[config.mk]
export PLATFORM = sky130hd
export DESIGN_NAME = lfsr_prpg_param_flat
export DESIGN_NICKNAME = d
export VERILOG_FILES = /design/src/rtl/lfsr_prpg_param_pkg.sv /design/src/rtl/lfsr_prpg_param_if.sv /design/src/rtl/lfsr_prpg_param_step.sv /design/src/rtl/lfsr_prpg_param.sv /design/src/flat_wrapper.sv
export SDC_FILE = /design/constraint.sdc
export NUM_CORES = 1
export LEC_CHECK = 0
export CAP_MARGIN = 25
export CELL_PAD_IN_SITES_DETAIL_PLACEMENT = 1
export CELL_PAD_IN_SITES_GLOBAL_PLACEMENT = 2
export CORE_ASPECT_RATIO = 0.7
export CORE_UTILIZATION = 34
export CTS_CLUSTER_DIAMETER = 80
export DETAILED_ROUTE_END_ITERATION = 6
export PLACE_DENSITY_LB_ADDON = 0.1
export SKIP_CTS_REPAIR_TIMING = 1
export SLEW_MARGIN = 5
export SYNTH_ARGS = -nofsm -noshare
export SYNTH_HDL_FRONTEND = slang
export SYNTH_HIERARCHICAL = 1
export SYNTH_SLANG_ARGS = --single-unit
export TNS_END_PERCENT = 100
[constraint.sdc]
create_clock -name clk -period 3.2 [get_ports clk]
set_clock_uncertainty 0.05 [all_clocks]
set_input_delay 0.64 -clock clk [delete_from_list [all_inputs] [get_ports clk]]
set_output_delay 0.64 -clock clk [all_outputs]
set_load 0.02 [all_outputs]
[src/rtl/lfsr_prpg_param_pkg.sv]
// Shared constants for the LFSR PRPG: feedback topology selectors and known-primitive tap masks.
package lfsr_prpg_param_pkg;

  localparam bit LFSR_FIB = 1'b0;
  localparam bit LFSR_GAL = 1'b1;

  // Fibonacci masks: bit k-1 set for each x^k term (constant term implicit).
  localparam logic [3:0]  POLY_FIB_4  = 4'b1100;
  localparam logic [7:0]  POLY_FIB_8  = 8'hB8;
  localparam logic [15:0] POLY_FIB_16 = 16'hB400;

  // Galois masks: bit i is the x^i coefficient (x^WIDTH implicit).
  localparam logic [3:0]  POLY_GAL_4  = 4'b1001;
  localparam logic [7:0]  POLY_GAL_8  = 8'h71;
  localparam logic [15:0] POLY_GAL_16 = 16'h6801;

endpackage

[src/rtl/lfsr_prpg_param_if.sv]
// Control/status bundle of the LFSR PRPG; master drives controls, slave is the generator.
interface lfsr_prpg_param_if #(
  parameter int unsigned WIDTH = 8
);

  logic             en;
  logic             load;
  logic [WIDTH-1:0] seed_in;
  logic             taps_we;
  logic [WIDTH-1:0] taps_in;
  logic [WIDTH-1:0] q;
  logic             serial_out;
  logic             period_done;
  logic [WIDTH-1:0] period_len;
  logic             lockup;

  modport master (
    output en, load, seed_in, taps_we, taps_in,
    input  q, serial_out, period_done, period_len, lockup
  );

  modport slave (
    input  en, load, seed_in, taps_we, taps_in,
    output q, serial_out, period_done, period_len, lockup
  );

endinterface

[src/rtl/lfsr_prpg_param_step.sv]
// One combinational LFSR step, Fibonacci or Galois; shared with the MISR block.
module lfsr_prpg_param_step
  import lfsr_prpg_param_pkg::*;
#(
  parameter int unsigned WIDTH  = 8,
  parameter bit          GALOIS = LFSR_FIB
) (
  input  logic [WIDTH-1:0] q_i,
  input  logic [WIDTH-1:0] taps_i,
  output logic [WIDTH-1:0] q_next_o
);

  if (GALOIS == LFSR_GAL) begin : g_galois
    assign q_next_o = {q_i[WIDTH-2:0], 1'b0} ^ (q_i[WIDTH-1] ? taps_i : '0);
  end else begin : g_fibonacci
    assign q_next_o = {q_i[WIDTH-2:0], ^(q_i & taps_i)};
  end

endmodule

[src/rtl/lfsr_prpg_param.sv]
// Parametrised LFSR pattern generator with run-time seed/tap reload, period measurement and
// automatic recovery from the all-zero state.
module lfsr_prpg_param
  import lfsr_prpg_param_pkg::*;
#(
  parameter int unsigned      WIDTH        = 8,
  parameter logic [WIDTH-1:0] DEFAULT_TAPS = WIDTH'(8'hB8),
  parameter logic [WIDTH-1:0] SEED         = WIDTH'(1),
  parameter bit               GALOIS       = LFSR_FIB
) (
  input logic               clk,
  input logic               rst,
  lfsr_prpg_param_if.slave  bus
);

  localparam logic [WIDTH-1:0] ONE      = WIDTH'(1);
  localparam logic [WIDTH-1:0] CNT_MAX  = '1;
  localparam logic [WIDTH-1:0] SEED_RST = (SEED == '0) ? ONE : SEED;

  logic [WIDTH-1:0] q_q, q_d;
  logic [WIDTH-1:0] taps_q, taps_d;
  logic [WIDTH-1:0] start_q, start_d;
  logic [WIDTH-1:0] cnt_q, cnt_d;
  logic [WIDTH-1:0] len_q, len_d;
  logic             done_q, done_d;
  logic             lockup_q, lockup_d;
  logic [WIDTH-1:0] step_nxt;
  logic [WIDTH-1:0] cnt_inc;

  lfsr_prpg_param_step #(
    .WIDTH  (WIDTH),
    .GALOIS (GALOIS)
  ) u_step (
    .q_i      (q_q),
    .taps_i   (taps_q),
    .q_next_o (step_nxt)
  );

  // Priority load > taps_we > en; zero state is never allowed to persist.
  always_comb begin
    q_d      = q_q;
    taps_d   = taps_q;
    start_d  = start_q;
    cnt_d    = cnt_q;
    len_d    = len_q;
    done_d   = 1'b0;
    lockup_d = 1'b0;
    cnt_inc  = (cnt_q == CNT_MAX) ? CNT_MAX : cnt_q + ONE;

    if (bus.load) begin
      cnt_d = '0;
      if (bus.seed_in == '0) begin
        q_d      = ONE;
        start_d  = ONE;
        lockup_d = 1'b1;
      end else begin
        q_d     = bus.seed_in;
        start_d = bus.seed_in;
      end
    end else if (bus.taps_we) begin
      taps_d  = bus.taps_in;
      start_d = q_q;
      cnt_d   = '0;
    end else if (bus.en) begin
      if (step_nxt == '0) begin
        q_d      = ONE;
        start_d  = ONE;
        cnt_d    = '0;
        lockup_d = 1'b1;
      end else begin
        q_d   = step_nxt;
        cnt_d = cnt_inc;
        if (step_nxt == start_q) begin
          done_d = 1'b1;
          len_d  = cnt_inc;
          cnt_d  = '0;
        end
      end
    end
  end

  always_ff @(posedge clk or posedge rst) begin
    if (rst) begin
      q_q      <= SEED_RST;
      taps_q   <= DEFAULT_TAPS;
      start_q  <= SEED_RST;
      cnt_q    <= '0;
      len_q    <= '0;
      done_q   <= 1'b0;
      lockup_q <= 1'b0;
    end else begin
      q_q      <= q_d;
      taps_q   <= taps_d;
      start_q  <= start_d;
      cnt_q    <= cnt_d;
      len_q    <= len_d;
      done_q   <= done_d;
      lockup_q <= lockup_d;
    end
  end

  assign bus.q           = q_q;
  assign bus.serial_out  = q_q[WIDTH-1];
  assign bus.period_done = done_q;
  assign bus.period_len  = len_q;
  assign bus.lockup      = lockup_q;

endmodule
[src/flat_wrapper.sv]
// flat-port wrapper written by rule: the top's interface ports become plain ports
module lfsr_prpg_param_flat import lfsr_prpg_param_pkg::*;
#(
  parameter int unsigned      WIDTH        = 8,
  parameter logic [WIDTH-1:0] DEFAULT_TAPS = WIDTH'(8'hB8),
  parameter logic [WIDTH-1:0] SEED         = WIDTH'(1),
  parameter bit               GALOIS       = LFSR_FIB
)
  (clk, rst, bus_en, bus_load, bus_seed_in, bus_taps_we, bus_taps_in, bus_q, bus_serial_out, bus_period_done, bus_period_len, bus_lockup);
  lfsr_prpg_param_if #(.WIDTH(WIDTH)) bus_i ();
  input logic clk;
  input logic rst;
  input wire logic [$bits(bus_i.en)-1:0] bus_en;
  input wire logic [$bits(bus_i.load)-1:0] bus_load;
  input wire logic [$bits(bus_i.seed_in)-1:0] bus_seed_in;
  input wire logic [$bits(bus_i.taps_we)-1:0] bus_taps_we;
  input wire logic [$bits(bus_i.taps_in)-1:0] bus_taps_in;
  output wire logic [$bits(bus_i.q)-1:0] bus_q;
  output wire logic [$bits(bus_i.serial_out)-1:0] bus_serial_out;
  output wire logic [$bits(bus_i.period_done)-1:0] bus_period_done;
  output wire logic [$bits(bus_i.period_len)-1:0] bus_period_len;
  output wire logic [$bits(bus_i.lockup)-1:0] bus_lockup;
  assign bus_i.en = bus_en;
  assign bus_i.load = bus_load;
  assign bus_i.seed_in = bus_seed_in;
  assign bus_i.taps_we = bus_taps_we;
  assign bus_i.taps_in = bus_taps_in;
  assign bus_q = bus_i.q;
  assign bus_serial_out = bus_i.serial_out;
  assign bus_period_done = bus_i.period_done;
  assign bus_period_len = bus_i.period_len;
  assign bus_lockup = bus_i.lockup;
  lfsr_prpg_param #(.WIDTH(WIDTH), .DEFAULT_TAPS(DEFAULT_TAPS), .SEED(SEED), .GALOIS(GALOIS)) u_core (.clk(clk), .rst(rst), .bus(bus_i));
endmodule
Yosys cells after proc, flatten, opt, wreduce, memory -nomap -nowiden --
Cells that the tools add are included. W data, S select, Z words.
Word-level totals: register bits after elaboration 42, output and inout bits 19, word-level logic and storage cells 50
Operators by class: add/sub/neg operators 1, equal/unequal tests 3, muxes and demuxes 25, bitwise operators 4, reductions and logical operators 10
Operator list (count):
- $mux W8 | 15
- $logic_not A8 Y1 | 2
- $mux W1 | 10
- $add A8 B1 Y8 const B | 1
- $and A8 B8 Y8 | 1
- $eq A8 B8 Y1 | 1
- $eq A8 B8 Y1 const B | 1
- $reduce_xor A8 Y1 | 1
- $reduce_and A2 Y1 | 3
- $reduce_bool A3 Y1 | 2
- $reduce_and A5 Y1 | 1
- $not A1 Y1 | 3
- $ne A2 B2 Y1 const B | 1
- $reduce_bool A2 Y1 | 1

Logic depth before layout (Yosys ltp) --
depth after elaboration 8, gate-level depth with buffers 8, depth with buffers taken out 8

By module --
The synthesis kept the hierarchy.
By module, submodules not included:
- lfsr_prpg_param | instances 1, cells each 176, area each 2070.7 um2, seq. area each 1058.5 um2
- lfsr_prpg_param_step | instances 1, cells each 22, area each 143.9 um2, seq. area each 0.0 um2

Least setup slack after synthesis --
Ideal clock, no wire load.
path kind register to register, start register u_core.q_q[0], in the netlist u_core/bus.q[0], end register u_core.len_q[0], in the netlist u_core/bus.period_len[0], library setup time 125 ps, data arrival time 2320 ps, required time 3025 ps, slack 706 ps, cell stages (with the launch flop) 9, path buffers 0, period minus slack after synthesis 2494 ps, cells stage by stage dfstp_2 -> nand2_1 -> xnor2_1 -> xnor2_1 -> xnor2_1 -> xor2_1 -> nor4_4 -> nand4_4 -> mux2_2
Between the ends: word-level cells in the longest chain between the ends 5, elaborated cells between the ends (all ways) 6, those cells by class eq/ne: 1; bitwise: 2; reduce/logical: 3
Ends and longest elaborated chain:
- start, declared | line lfsr_prpg_param.sv:20 | logic [WIDTH-1:0] q_q, q_d;
- start signal, assigned | line lfsr_prpg_param.sv:92 | q_q <= q_d;
- $and A8 B8 Y8 (*) | line lfsr_prpg_param_step.sv:16 | assign q_next_o = {q_i[WIDTH-2:0], ^(q_i & taps_i)};
- $reduce_xor A8 Y1 (*) | line lfsr_prpg_param_step.sv:16
- via u_core.step_nxt[0] | line lfsr_prpg_param.sv:27 | logic [WIDTH-1:0] step_nxt;
- $logic_not A8 Y1 | line lfsr_prpg_param.sv:65 | if (step_nxt == '0) begin
- $not A1 Y1 (no line)
- $reduce_and A5 Y1 (no line) (*)
- end signal, assigned | line lfsr_prpg_param.sv:96 | len_q <= len_d;
- end, declared | line lfsr_prpg_param.sv:24 | logic [WIDTH-1:0] len_q, len_d;
Mark *: on every way through the listed nets, which the timed path passes. The rest lies on a longest branch. A chain may end at the register's enable or synchronous reset.

Final worst setup path --
start register u_core.q_q[0], in the netlist u_core/bus.q[0], end register u_core.len_q[4], in the netlist u_core/bus.period_len[4]
The elaborated chain is that of the path after synthesis.

==> implementation parameters <==
Parameter                              Value

Run status
  Status ... finished clean

Yosys
  Main flop type after synthesis ... dfrtp_1
  Share of flip-flops with an asynchronous set or reset ... 1.00
  Area fraction of the dominant cell type after synthesis ... 0.407
  Sequential fraction of the synthesis area ... 0.478
  Largest area contributor in the netlist ... dfrtp_1
  Most instantiated library cell after synthesis ... dfrtp_1
  Number of flops mapped to enable cells by yosys ... 0
  Mean instance size in the synthesized netlist ... between 10 and 15 µm²
  Synth unique cells ... 38
  Yosys Warn Count ... 6
  Post-synthesis net count ... 220
  Post-synthesis cell count ... 198
  Most frequent cells after synthesis ... 36 x dfrtp_1, 23 x nand2_1, 18 x mux2_2, 12 x inv_1, 9 x xor2_1
  Combined area of all synthesized cells ... 0.00221 mm²
  Synthesized flop and latch total ... 42
  Synth top area cells ... dfrtp_1 41%, mux2_2 9.2%, dfstp_2 7.1%, nand2_1 3.9%, mux2i_1 3.6%

Finish
  Final core utilization ... 0.440
  Area delta synth->final ... 24.1%
  Number of diodes ... 0
  Multi-input logic area ... a little over 0.001 mm²
  Layout filler cell count ... approximately 680
  Post-layout net count ... 257
  Design area ... 0.00275 mm²
  Share of cells above drive strength 1 ... 0.191
  Register Area ... around 0.0011 mm²

Drt
  DRC violation count after routing ... 0
  First DRT Iteration DRCs ... 103
  Post-route ant nets ... 0
  Via count ... 1660
  Via density per instance ... 5.29
  Per-cell routed wire length ... 17.7 µm
  Overall routed net length ... 5570 µm
  Detailed-router iteration count before antenna repair ... 6

CTS
  Cell at the root of the clock tree ... clkbuf_8
  Clock latency on the worst-skew pair ... about 0.30 ns
  Clock tree from TritonCTS ... yes
  Clock transition time at the flip-flop clock pins of the worst setup and hold paths ... 0.08 ns
  Maximum level of the CTS H-tree ... 2
  Cts bufs inserted ... 5
  TritonCTS sink count ... 42
  Buffer depth of the longest clock path ... 2

Timing
  Pins Over Slew Limit ... 0
  Setup repair after global routing missed its margin ... false
  Post-Route Setup TNS ... 0 ns
  Setup-failing EPs final ... 0
  Slew of the pin with the lowest slew margin ... slightly above 0.7 ns
  Final-report hold violation count ... 0
  Achievable frequency ... 358 MHz
  Clock period minus final worst setup slack ... 2.80 ns
  Part of the cycle the worst path needs ... 0.874
  Max_slew headroom ... 0.528

Global route
  Largest net degree at the start of global routing ... between 40 and 50
  Total routing resource utilization after global routing ... 0.176
  First-pass GRT wire length ... 9240 µm
  Initial antenna violation count ... 0
  Number of global-route vias before repair ... 1689
  Total congestion overflow after global routing ... 0

Worst setup path
  Most prevalent standard cell on the critical path ... xnor2_1
  Top Family by Delay on Critical Path ... simple AND/OR/NAND/NOR gates
  Startpoint Class ... register
  Required time reported for the critical path endpoint ... 3.34 ns
  Sort of element at the end of the critical path ... register
  Register-to-register path setup slack ... 0.40 ns
  Slowest Stage Delay on Critical Path ... around 0.64 ns
  Cell-by-cell trace of the critical path ... nand2_1, xnor2_1, xnor2_1, xnor2_1, xor2_1, nor4_4, nand4_4, mux2_2
  CP Class ... reg2reg
  Worst path slowest cell ... dfstp_2
  Critical Path AT ... 2.93 ns
  Critical-path maximum fanout ... 9
  Critical path buffers and inverters ... 0

Run
  Max Cap Violations ... 0

Floorplanning
  Floorplan Core Area ... roughly 0.0062 mm²
  Die outline height ... around 70 µm
  Die area ... 0.00685 mm²
  FP Rows ... 24
  Horizontal die dimension ... 98.5 µm
  Number of placed I/O pins ... 40
  Starting density of the core ... 0.355

Power
  Total power per unit cell area ... 470 mW/mm²
  Total power after layout ... between 1 and 1.5 mW
  Leakage power ... between 1 and 1.5 nW
  Worst ir drop on vdd ... 162 µV

Placement
  Hpwl dp ... 4090 µm
  Port Buffer Count ... 39
  Post-Place Cell Area ... 0.00265 mm²
  RePlAce Congestion ... 0.737

Hold path
  Type of the most critical hold path ... reg2reg
cell usage in the layout (no fill, tap or decap), types with 2 or more instances in the layout:
cell type and instances:
xor2_1 9, nor2_1 6, dfrtp_1 36, and3_1 2
mux2i_1 8, nand2b_1 3, nand2_1 23, a31oi_1 3
xnor2_1 7, clkdlybuf4s50_1 39, dfstp_2 6, o21ai_0 8
a222oi_1 7, a22o_1 7, a21o_1 2, mux2_2 18
buf_4 4, nor3_1 2, nand3_1 5, clkbuf_8 6
a32oi_1 2, inv_1 12, nor4_4 2, nor4_2 2
flip-flops by register name, summed over array words and instances (netlist names):
name,flops
u_core/bus.lockup,1
u_core/taps_q,8
u_core/bus.q,8
u_core/bus.period_done,1
u_core/start_q,8
u_core/bus.period_len,8
u_core/cnt_q,8
path summary, 6_finish.rpt:
check,depth (start not counted),endpoint,start
max in group asynchronous,3,u_core/taps_q[7],rst
max reg2reg,8,u_core/bus.period_len[4],u_core/bus.q[0]
min,2,u_core/start_q[0],u_core/start_q[0]
min in group asynchronous,3,u_core/bus.period_len[2],rst
min reg2reg,2,u_core/start_q[0],u_core/start_q[0]
max,8,u_core/bus.period_len[4],u_core/bus.q[0]
worst reg2reg max path, cell delays in order, from the launching register on:
cell and delay (ns):
dfstp_2 0.64, nand2_1 0.09, xnor2_1 0.21, xnor2_1 0.14
xnor2_1 0.31, xor2_1 0.17, nor4_4 0.45, nand4_4 0.29
mux2_2 0.35
metrics by stage:
stage | instances | hold slack (ns) | worst slack (ns)
after global placement | 305 | 0.407 | 0.410
after detailed placement | 305 | 0.421 | 0.416
after global routing | 314 | 0.444 | 0.168
after CTS | 313 | 0.434 | 0.393
after floorplan | 198 | 0.395 | 0.706
final | 314 | 0.429 | 0.404
cells by family (layout without fill, tap and decap cells):
group,count (synthesis),in the layout,synth area share
compound gates,35,35,0.129
xor+xnor,16,16,0.0633
fa+ha+maj,1,1,0.00565
buf+inv,26,64,0.0593
flops,42,42,0.478
mux,26,26,0.128
simple gates,52,52,0.137
power by group:
| part | internal [mW] | leakage, nW | switching [mW] |
|---|---|---|---|
| Sequential | 0.579 | 0.530 | 0.0466 |
| Clock | 0.174 | 0.0472 | 0.193 |
| Combinational | 0.138 | 0.645 | 0.162 |
metal layers:
layer / wire length, µm / global-route usage / vias to the layer above
met5: 0 / 0 / -
met4: 63 / 0.0547 / 0
met3: 331 / 0.0423 / 7
met2: 2180 / 0.247 / 54
met1: 2990 / 0.266 / 826
li1: - / - / 773
final cells by class:
class	instances	area share
repair buffers	44	0.156
clock buffers	6	0.0300
multi-input cells	130	0.373
flip-flops and latches	42	0.385
well taps	78	0.0355
inverters	12	0.0164
clock inverters	2	0.00455
Power figures use the tool's default switching activity.
